<file path="src/rtl/uart_tx_fifo.sv">
// Buffered 8N1 UART transmitter: a DEPTH-entry byte FIFO written by the core,
// drained one frame at a time onto uartTxPin at CLKS_PER_BIT clocks per bit.
module uart_tx_fifo #(
    parameter int CLKS_PER_BIT = 434,
    parameter int DEPTH        = 16,
    parameter int CNT_W        = $clog2(DEPTH) + 1
) (
    input  logic             CLK,
    input  logic             RST,
    input  logic             wr_en,
    input  logic [7:0]       wr_data,
    output logic             full,
    output logic             empty,
    output logic [CNT_W-1:0] count,
    output logic             tx_busy,
    output logic             uartTxPin
);

    localparam int AW = $clog2(DEPTH);
    localparam int BW = (CLKS_PER_BIT > 1) ? $clog2(CLKS_PER_BIT) : 1;
    localparam logic [BW-1:0]    BAUD_LAST = BW'(CLKS_PER_BIT - 1);
    localparam logic [CNT_W-1:0] CNT_FULL  = CNT_W'(DEPTH);

    localparam logic [1:0] IDLE  = 2'd0;
    localparam logic [1:0] START = 2'd1;
    localparam logic [1:0] DATA  = 2'd2;
    localparam logic [1:0] STOP  = 2'd3;

    logic [7:0]       mem [DEPTH];
    logic [AW-1:0]    wr_ptr;
    logic [AW-1:0]    rd_ptr;
    logic [CNT_W-1:0] count_next;
    logic             push;
    logic             pop;

    logic [1:0]       state;
    logic [BW-1:0]    baud_cnt;
    logic [2:0]       bit_idx;
    logic [7:0]       shift;
    logic             baud_last;

    // full is the registered flag, so a push while full is dropped even if a pop happens in the same cycle
    assign push      = wr_en && !full;
    assign pop       = (state == IDLE) && !empty;
    assign baud_last = (baud_cnt == BAUD_LAST);

    always_comb begin
        count_next = count;
        case ({push, pop})
            2'b10:   count_next = count + 1'b1;
            2'b01:   count_next = count - 1'b1;
            default: count_next = count;
        endcase
    end

    always_ff @(posedge CLK or negedge RST) begin
        if (!RST) begin
            wr_ptr <= '0;
            rd_ptr <= '0;
            count  <= '0;
            full   <= 1'b0;
            empty  <= 1'b1;
        end else begin
            if (push) begin
                wr_ptr <= wr_ptr + 1'b1;
            end
            if (pop) begin
                rd_ptr <= rd_ptr + 1'b1;
            end
            count <= count_next;
            full  <= (count_next == CNT_FULL);
            empty <= (count_next == '0);
        end
    end

    // Storage needs no reset: pointers and count define which entries are live
    always_ff @(posedge CLK) begin
        if (push) begin
            mem[wr_ptr] <= wr_data;
        end
    end

    always_ff @(posedge CLK or negedge RST) begin
        if (!RST) begin
            state     <= IDLE;
            baud_cnt  <= '0;
            bit_idx   <= '0;
            shift     <= '0;
            tx_busy   <= 1'b0;
            uartTxPin <= 1'b1;
        end else begin
            case (state)
                IDLE: begin
                    uartTxPin <= 1'b1;
                    baud_cnt  <= '0;
                    if (!empty) begin
                        shift     <= mem[rd_ptr];
                        state     <= START;
                        tx_busy   <= 1'b1;
                        uartTxPin <= 1'b0;
                    end
                end
                START: begin
                    if (baud_last) begin
                        baud_cnt  <= '0;
                        bit_idx   <= '0;
                        state     <= DATA;
                        uartTxPin <= shift[0];
                    end else begin
                        baud_cnt <= baud_cnt + 1'b1;
                    end
                end
                DATA: begin
                    if (baud_last) begin
                        baud_cnt <= '0;
                        if (bit_idx == 3'd7) begin
                            state     <= STOP;
                            uartTxPin <= 1'b1;
                        end else begin
                            bit_idx   <= bit_idx + 1'b1;
                            uartTxPin <= shift[bit_idx + 3'd1];
                        end
                    end else begin
                        baud_cnt <= baud_cnt + 1'b1;
                    end
                end
                STOP: begin
                    if (baud_last) begin
                        baud_cnt <= '0;
                        state    <= IDLE;
                        tx_busy  <= 1'b0;
                    end else begin
                        baud_cnt <= baud_cnt + 1'b1;
                    end
                end
                default: begin
                    state     <= IDLE;
                    baud_cnt  <= '0;
                    tx_busy   <= 1'b0;
                    uartTxPin <= 1'b1;
                end
            endcase
        end
    end

endmodule
</file>
<file path="config.mk">
export PLATFORM = sky130hd
export DESIGN_NAME = uart_tx_fifo
export DESIGN_NICKNAME = d
export VERILOG_FILES = /design/src/rtl/uart_tx_fifo.sv
export SDC_FILE = /design/constraint.sdc
export NUM_CORES = 1
export LEC_CHECK = 0
export CAP_MARGIN = 20
export CORE_ASPECT_RATIO = 0.75
export CORE_MARGIN = 10
export CORE_UTILIZATION = 25
export DETAILED_ROUTE_END_ITERATION = 8
export SLEW_MARGIN = 20
export SYNTH_ARGS = -nofsm -noshare
export SYNTH_HDL_FRONTEND = slang
export SYNTH_SLANG_ARGS = --single-unit
</file>
<file path="constraint.sdc">
create_clock -name CLK -period 2.5 [get_ports CLK]
set_input_delay 0.5 -clock CLK [delete_from_list [all_inputs] [get_ports CLK]]
set_output_delay 0.5 -clock CLK [all_outputs]
set_load 0.02 [all_outputs]
</file>
==> results.json, run 1 <==
{
  "grt_pass1_vias": 4115,
  "setup_viol": 1,
  "ir_drop_uv": 582,
  "grt_max_degree": 36,
  "globalRoute.totalOverflow": 0,
  "crit_type": "reg -> reg",
  "clock_skew_ns": 0.00856,
  "power_density_nw_per_um2": 1130,
  "worst_ep_required_time_ns": 2.86,
  "die_area_um2": 35500,
  "cts_sinks": 167,
  "setup.worst_path.start": "state[0]$_DFFE_PN0P_",
  "firstDrtPassIters": 4,
  "grtUsageMet3_pct": 2.51,
  "max_cap_viol_count": 0,
  "wl_mm": 15.1,
  "design_area_um2": 8860,
  "cts-root-buf": "clkbuf_16",
  "grtUsageMet2_pct": 14.6,
  "tightest_slew_ns": 0.583,
  "cts_max_path_buffers": 2,
  "p_leak_nw": 3.09,
  "insertedDiodeCount": 0,
  "drive_above_1_share_pct": 26.5,
  "min_path_type": "in -> async",
  "timing.rr.start": "state[0]$_DFFE_PN0P_",
  "num_rows": 53,
  "gp_congestion": 0.807,
  "cp.arrival_ns": 2.90,
  "ios": 20,
  "avgViaCountPerCell": 4.45,
  "async_reset_ff_share_pct": 23.4,
  "die_w_um": 214,
  "ys_top_cells_by_area": "edfxtp_1 (54%), dfrtp_1 (13%), mux4_2 (11%), ha_1 (2.8%), mux2i_1 (2.0%)",
  "whs_ns": 0.483,
  "area_delta_synth_final_pct": 25.1,
  "yosys_warnings": 0,
  "avgSynthCellArea_um2": 16.8,
  "ys_types": 46,
  "antenna_found_initial": 1,
  "cp-start-kind": "register",
  "busiest_layer": "met2",
  "dpl_cell_area_um2": 8160,
  "start_util_pct": 25.3,
  "seq_area_frac_synth_pct": 68.1,
  "die_y_um": 166,
  "postRouteAntennaNets": 0,
  "core_um2": 28000,
  "cts_inserted_buffers": 17,
  "period_share_pct": 102,
  "synth_edf_count": 128,
  "insertion_delay_ns": 0.42,
  "syn-instance-count": 421,
  "ys_ff_latch": 167,
  "vias": 3910,
  "cp-end-kind": "register",
  "track_usage_pct": 8.68,
  "htree_levels": 4,
  "ys.flop_type": "edfxtp_1",
  "report.final.slew_viol_count": 0,
  "cts_tree": "yes",
  "grt_pass1_wl_mm": 23.9,
  "met1_usage_pct": 10.8,
  "setup_tns_ns": -0.0405,
  "worstPathMaxFanout": 4,
  "fin_nets": 508,
  "final.min_clock_period_ns": 2.54,
  "max_freq_mhz": 394,
  "slew_headroom_pct": 61.0,
  "synth_fp_nets": 448,
  "drc": 0,
  "hold_viol": 0,
  "drt_iter0_drc": 250,
  "clk_pin_slew_worst_paths_ns": 0.07,
  "dp_hpwl_mm": 9.96,
  "synth.top_cell.area_share_pct": 54.3,
  "place_ws_ns": -0.475,
  "synth_area_leader_cell": "edfxtp_1",
  "rsz0062_at_grt": "yes",
  "violations": "setup timing",
  "wl_per_cell_um": 17.1,
  "syn_area_um2": 7080,
  "portBuffers": 19,
  "status": "finished with violations",
  "final.setup.worst_slack_ns": -0.0405
}
-- final timing paths --
| kind | slack [ns] | to | depth (start not counted) |
|---|---|---|---|
| min reg2reg | 0.50 | uartTxPin$_DFFE_PN1P_ | 2 |
| min | 0.48 | baud_cnt[5]$_DFF_PN0_ | 2 |
| min in group CLK | 0.50 | uartTxPin$_DFFE_PN1P_ | 2 |
| max in group asynchronous | 1.41 | empty$_DFF_PN1_ | 3 |
| max reg2reg | -0.04 | empty$_DFF_PN1_ | 12 |
| max | -0.04 | empty$_DFF_PN1_ | 12 |
-- cell type report --
class                   count  area [um^2]
clock inverters            13          170
fillers                  2730        19100
well taps                 385          482
flip-flops and latches    167         4820
inverters                  11         43.8
multi-input cells         223         2180
clock buffers              19          433
repair buffers             61          728
-- synthesized netlist by cell type, types with 5 or more instances --
cell type and n:
nor3_1 11, edfxtp_1 128, mux2i_1 14, xnor2_1 14
nor2_1 21, mux4_2 33, clkbuf_1 11, o21ai_0 11
and2_1 18, nand2_1 23, a221o_1 8, dfrtp_1 37
nand3_1 5, inv_1 10, buf_2 7, ha_1 16
mux2_2 11
-- cell usage in the layout, fill, tap and decap left out, types with 3 or more instances in the layout --
master           instances
a221o_1                  8
and2_1                  18
buf_12                  18
buf_4                   23
bufinv_16                3
clkbuf_16               17
clkdlybuf4s50_1         18
dfrtp_1                 36
edfxtp_1               128
ha_1                    14
inv_1                    8
inv_6                    3
mux2_2                  11
mux2i_1                 14
mux4_2                  33
nand2_1                 22
nand3_1                  5
nand4_1                  4
nor2_1                  21
nor3_1                  11
o21ai_0                 11
xnor2_1                 13
xor2_1                   3
-- metal layers --
layer / routed length, um / share of wire, % / up-vias
met5: 13 / 0.086 / -
met3: 860 / 5.7 / 11
li1: - / - / 1754
met2: 7600 / 50 / 96
met1: 6520 / 43 / 2047
met4: 70 / 0.46 / 2
-- through the flow --
stage / power [W] / instances / utilization (%)
after floorplan: 0.00606 / 421 / -
after global placement: 0.00716 / 839 / 29.2
after detailed placement: 0.00732 / 839 / 29.2
after CTS: 0.0101 / 877 / 31.6
after global routing: 0.0106 / 879 / 31.6
final: 0.0100 / 879 / 31.6
-- kinds of logic (layout without fill, tap and decap cells) --
group	Yosys count	after routing	share of synthesized area, %
AO/OA/AOI/OAI	37	37	3.96
AND/OR/NAND/NOR	95	95	6.97
adder cells (fa/ha/maj)	16	16	2.83
flip-flops	167	167	68.1
multiplexers	58	58	14.2
XOR/XNOR	17	17	2.10
buffers and inverters	31	104	1.77
-- critical path: stages (launching register included) --
cell and delay, ns:
dfrtp_1 0.39, inv_2 0.09, ha_4 0.17, nand2b_4 0.07
inv_4 0.06, nand2_4 0.05, xnor2_2 0.14, ha_2 0.24
a21oi_2 0.05, or3_4 0.35, a2111o_1 0.37, a31o_1 0.21
and4bb_1 0.27
-- repair_timing --
action                                  4_1_cts  5_1_grt
pin swaps                                     1        1
gates resized for setup                       3        2
endpoints found under the setup margin        2        2
buffers inserted                              5        2
endpoints found under the hold margin        10        0
hold buffers                                  1        0
-- registers in the layout, indices dropped and copies added, names as in the netlist --
| register | flops |
|---|---|
| tx_busy | 1 |
| rd_ptr | 4 |
| state | 2 |
| wr_ptr | 4 |
| empty | 1 |
| uartTxPin | 1 |
| baud_cnt | 9 |
| bit_idx | 3 |
| shift | 8 |
| full | 1 |
| mem | 128 |
| count | 5 |
-- report_power, final --
group / leakage, nW / internal (W) / switching, W / total, W
clock network: 0.290 / 0.00159 / 0.00108 / 0.00267
logic: 1.16 / 0.00181 / 0.00176 / 0.00357
registers: 1.64 / 0.00347 / 0.000318 / 0.00379
total: 3.09 / 0.00687 / 0.00316 / 0.0100
Power figures use the tool's default switching activity.
==> inputs of run 2 (changes only) <==
--- a/config.mk
+++ b/config.mk
@@ -8,8 +8,9 @@
 export CAP_MARGIN = 20
 export CORE_ASPECT_RATIO = 0.75
 export CORE_MARGIN = 10
-export CORE_UTILIZATION = 25
+export CORE_UTILIZATION = 55
 export DETAILED_ROUTE_END_ITERATION = 8
+export PLACE_DENSITY = 0.75
 export SLEW_MARGIN = 20
 export SYNTH_ARGS = -nofsm -noshare
 export SYNTH_HDL_FRONTEND = slang
==> results.json, run 2 (same netlist as run 1, synthesis figures left out) <==
{
  "status": "finished with violations",
  "violations": "setup timing",
  "dp_hpwl_mm": 9.26,
  "whs_ns": 0.478,
  "grt_max_degree": 36,
  "max_freq_mhz": 396,
  "drive_above_1_share_pct": 26.3,
  "slew_headroom_pct": 62.5,
  "grt_pass1_vias": 4122,
  "routed.top_layer": "met4",
  "drc": 0,
  "wl_met1_mm": 6.38,
  "max_cap_viol_count": 0,
  "ios": 20,
  "final_common_cell": "edfxtp_1",
  "stdcell_count": 661,
  "cts_sinks": 167,
  "antenna_found_initial": 0,
  "worst_ep_required_time_ns": 2.86,
  "place_ws_ns": -0.497,
  "fin_nets": 509,
  "grt_pass1_wl_mm": 23.1,
  "route.met3.wl_um": 673,
  "die_w_um": 151,
  "insertedDiodeCount": 0,
  "avgViaCountPerCell": 5.84,
  "wl_per_cell_um": 21.3,
  "crit_type": "reg -> reg",
  "top_regs": "mem (128), baud_cnt (9), shift (8)",
  "wl_met2_mm": 6.81,
  "tightest_slew_ns": 0.561,
  "cts_tree": "yes",
  "ir_drop_uv": 615,
  "cp-start-kind": "register",
  "final.min_clock_period_ns": 2.53,
  "setup_viol": 1,
  "drt_iter0_drc": 269,
  "rsz0062_at_grt": "yes",
  "clock_skew_ns": 0.0103,
  "insertion_delay_ns": 0.42,
  "clk_pin_slew_worst_paths_ns": 0.07,
  "hold_viol": 0,
  "power_density_nw_per_um2": 1150,
  "p_leak_nw": 3.07,
  "final.setup.worst_slack_ns": -0.0251,
  "portBuffers": 19,
  "wl_mm": 14.0,
  "period_share_pct": 101,
  "placed_cells": 621,
  "final_cell_mix": "edfxtp_1 (128), dfrtp_1 (36), mux4_2 (33)",
  "vias": 3857,
  "start_util_pct": 56.9,
  "report.final.slew_viol_count": 0,
  "die_area_um2": 17900,
  "core_um2": 12400,
  "area_delta_synth_final_pct": 20.2,
  "cts_max_path_buffers": 2,
  "min_path_type": "in -> async",
  "top_register": "mem",
  "power_w": 0.00981,
  "cts_inserted_buffers": 17,
  "firstDrtPassIters": 5,
  "postRouteAntennaNets": 0,
  "largest_reg_flops": 128,
  "track_usage_pct": 17.0,
  "cp-end-kind": "register",
  "num_rows": 35,
  "cts-root-buf": "clkbuf_16",
  "globalRoute.totalOverflow": 0,
  "cp.arrival_ns": 2.88,
  "htree_levels": 4,
  "gp_congestion": 0.804,
  "worstPathMaxFanout": 3,
  "die_y_um": 118
}
==> run 2: repair_timing <==
| item | CTS | global route |
|---|---|---|
| gates resized for setup | 3 | 2 |
| endpoints found under the setup margin | 2 | 2 |
| hold endpoints to repair | 10 | 0 |
| pin swaps | 1 | 1 |
| buffers inserted | 6 | 1 |
| hold buffers | 1 | 0 |
==> run 2: layer usage <==
layer | global-route usage, % | vias to the layer above
li1 | - | 1747
met1 | 23.8 | 1993
met2 | 25.9 | 97
met3 | 3.32 | 20
met4 | 5.76 | 0
met5 | 0 | -
==> run 2: metrics by stage <==
step	area, um^2	util, %	TNS [ns]
finish	8510	68.4	-0.0251
global route	8510	68.4	-0.178
CTS	8490	68.2	0
detailed placement	7840	63.0	-1.19
global placement	7840	63.0	-0.796
floorplan	7100	-	0
==> run 2: worst max-delay path, cell delays in order (launching register included) <==
cell and delay [ns]:
dfrtp_1 0.40, inv_2 0.09, ha_4 0.18, nand2b_4 0.07, inv_4 0.06, nand2_4 0.05
xnor2_2 0.12, ha_2 0.24, a21oi_2 0.05, or3_4 0.34, a2111o_1 0.38, a31o_1 0.23
and4bb_1 0.27
==> run 2: worst paths after layout <==
path | from | to | slack [ns] | cells after the start
setup / recovery | state[0]$_DFFE_PN0P_ | empty$_DFF_PN1_ | -0.03 | 12
hold / removal | RST | tx_busy$_DFFE_PN0P_ | 0.48 | 2
setup reg to reg | state[0]$_DFFE_PN0P_ | empty$_DFF_PN1_ | -0.03 | 12
hold reg to reg | uartTxPin$_DFFE_PN1P_ | uartTxPin$_DFFE_PN1P_ | 0.48 | 2
max in group asynchronous | RST | empty$_DFF_PN1_ | 1.32 | 3
min in group CLK | uartTxPin$_DFFE_PN1P_ | uartTxPin$_DFFE_PN1P_ | 0.48 | 2
==> run 2: report_power, final <==
group	internal [W]	switching (W)	total (W)	leakage, nW
combinational	0.00178	0.00173	0.00351	1.14
sequential	0.00347	0.000316	0.00379	1.64
clock	0.00148	0.00104	0.00252	0.285
total	0.00673	0.00309	0.00981	3.07
==> run 2: layout make-up <==
cell class | instances | area (um^2)
clock buffers | 23 | 522
clock inverters | 9 | 60.1
fillers | 828 | 3930
inverters | 11 | 43.8
multi-input cells | 223 | 2180
flip-flops and latches | 167 | 4820
well taps | 166 | 208
repair buffers | 62 | 673
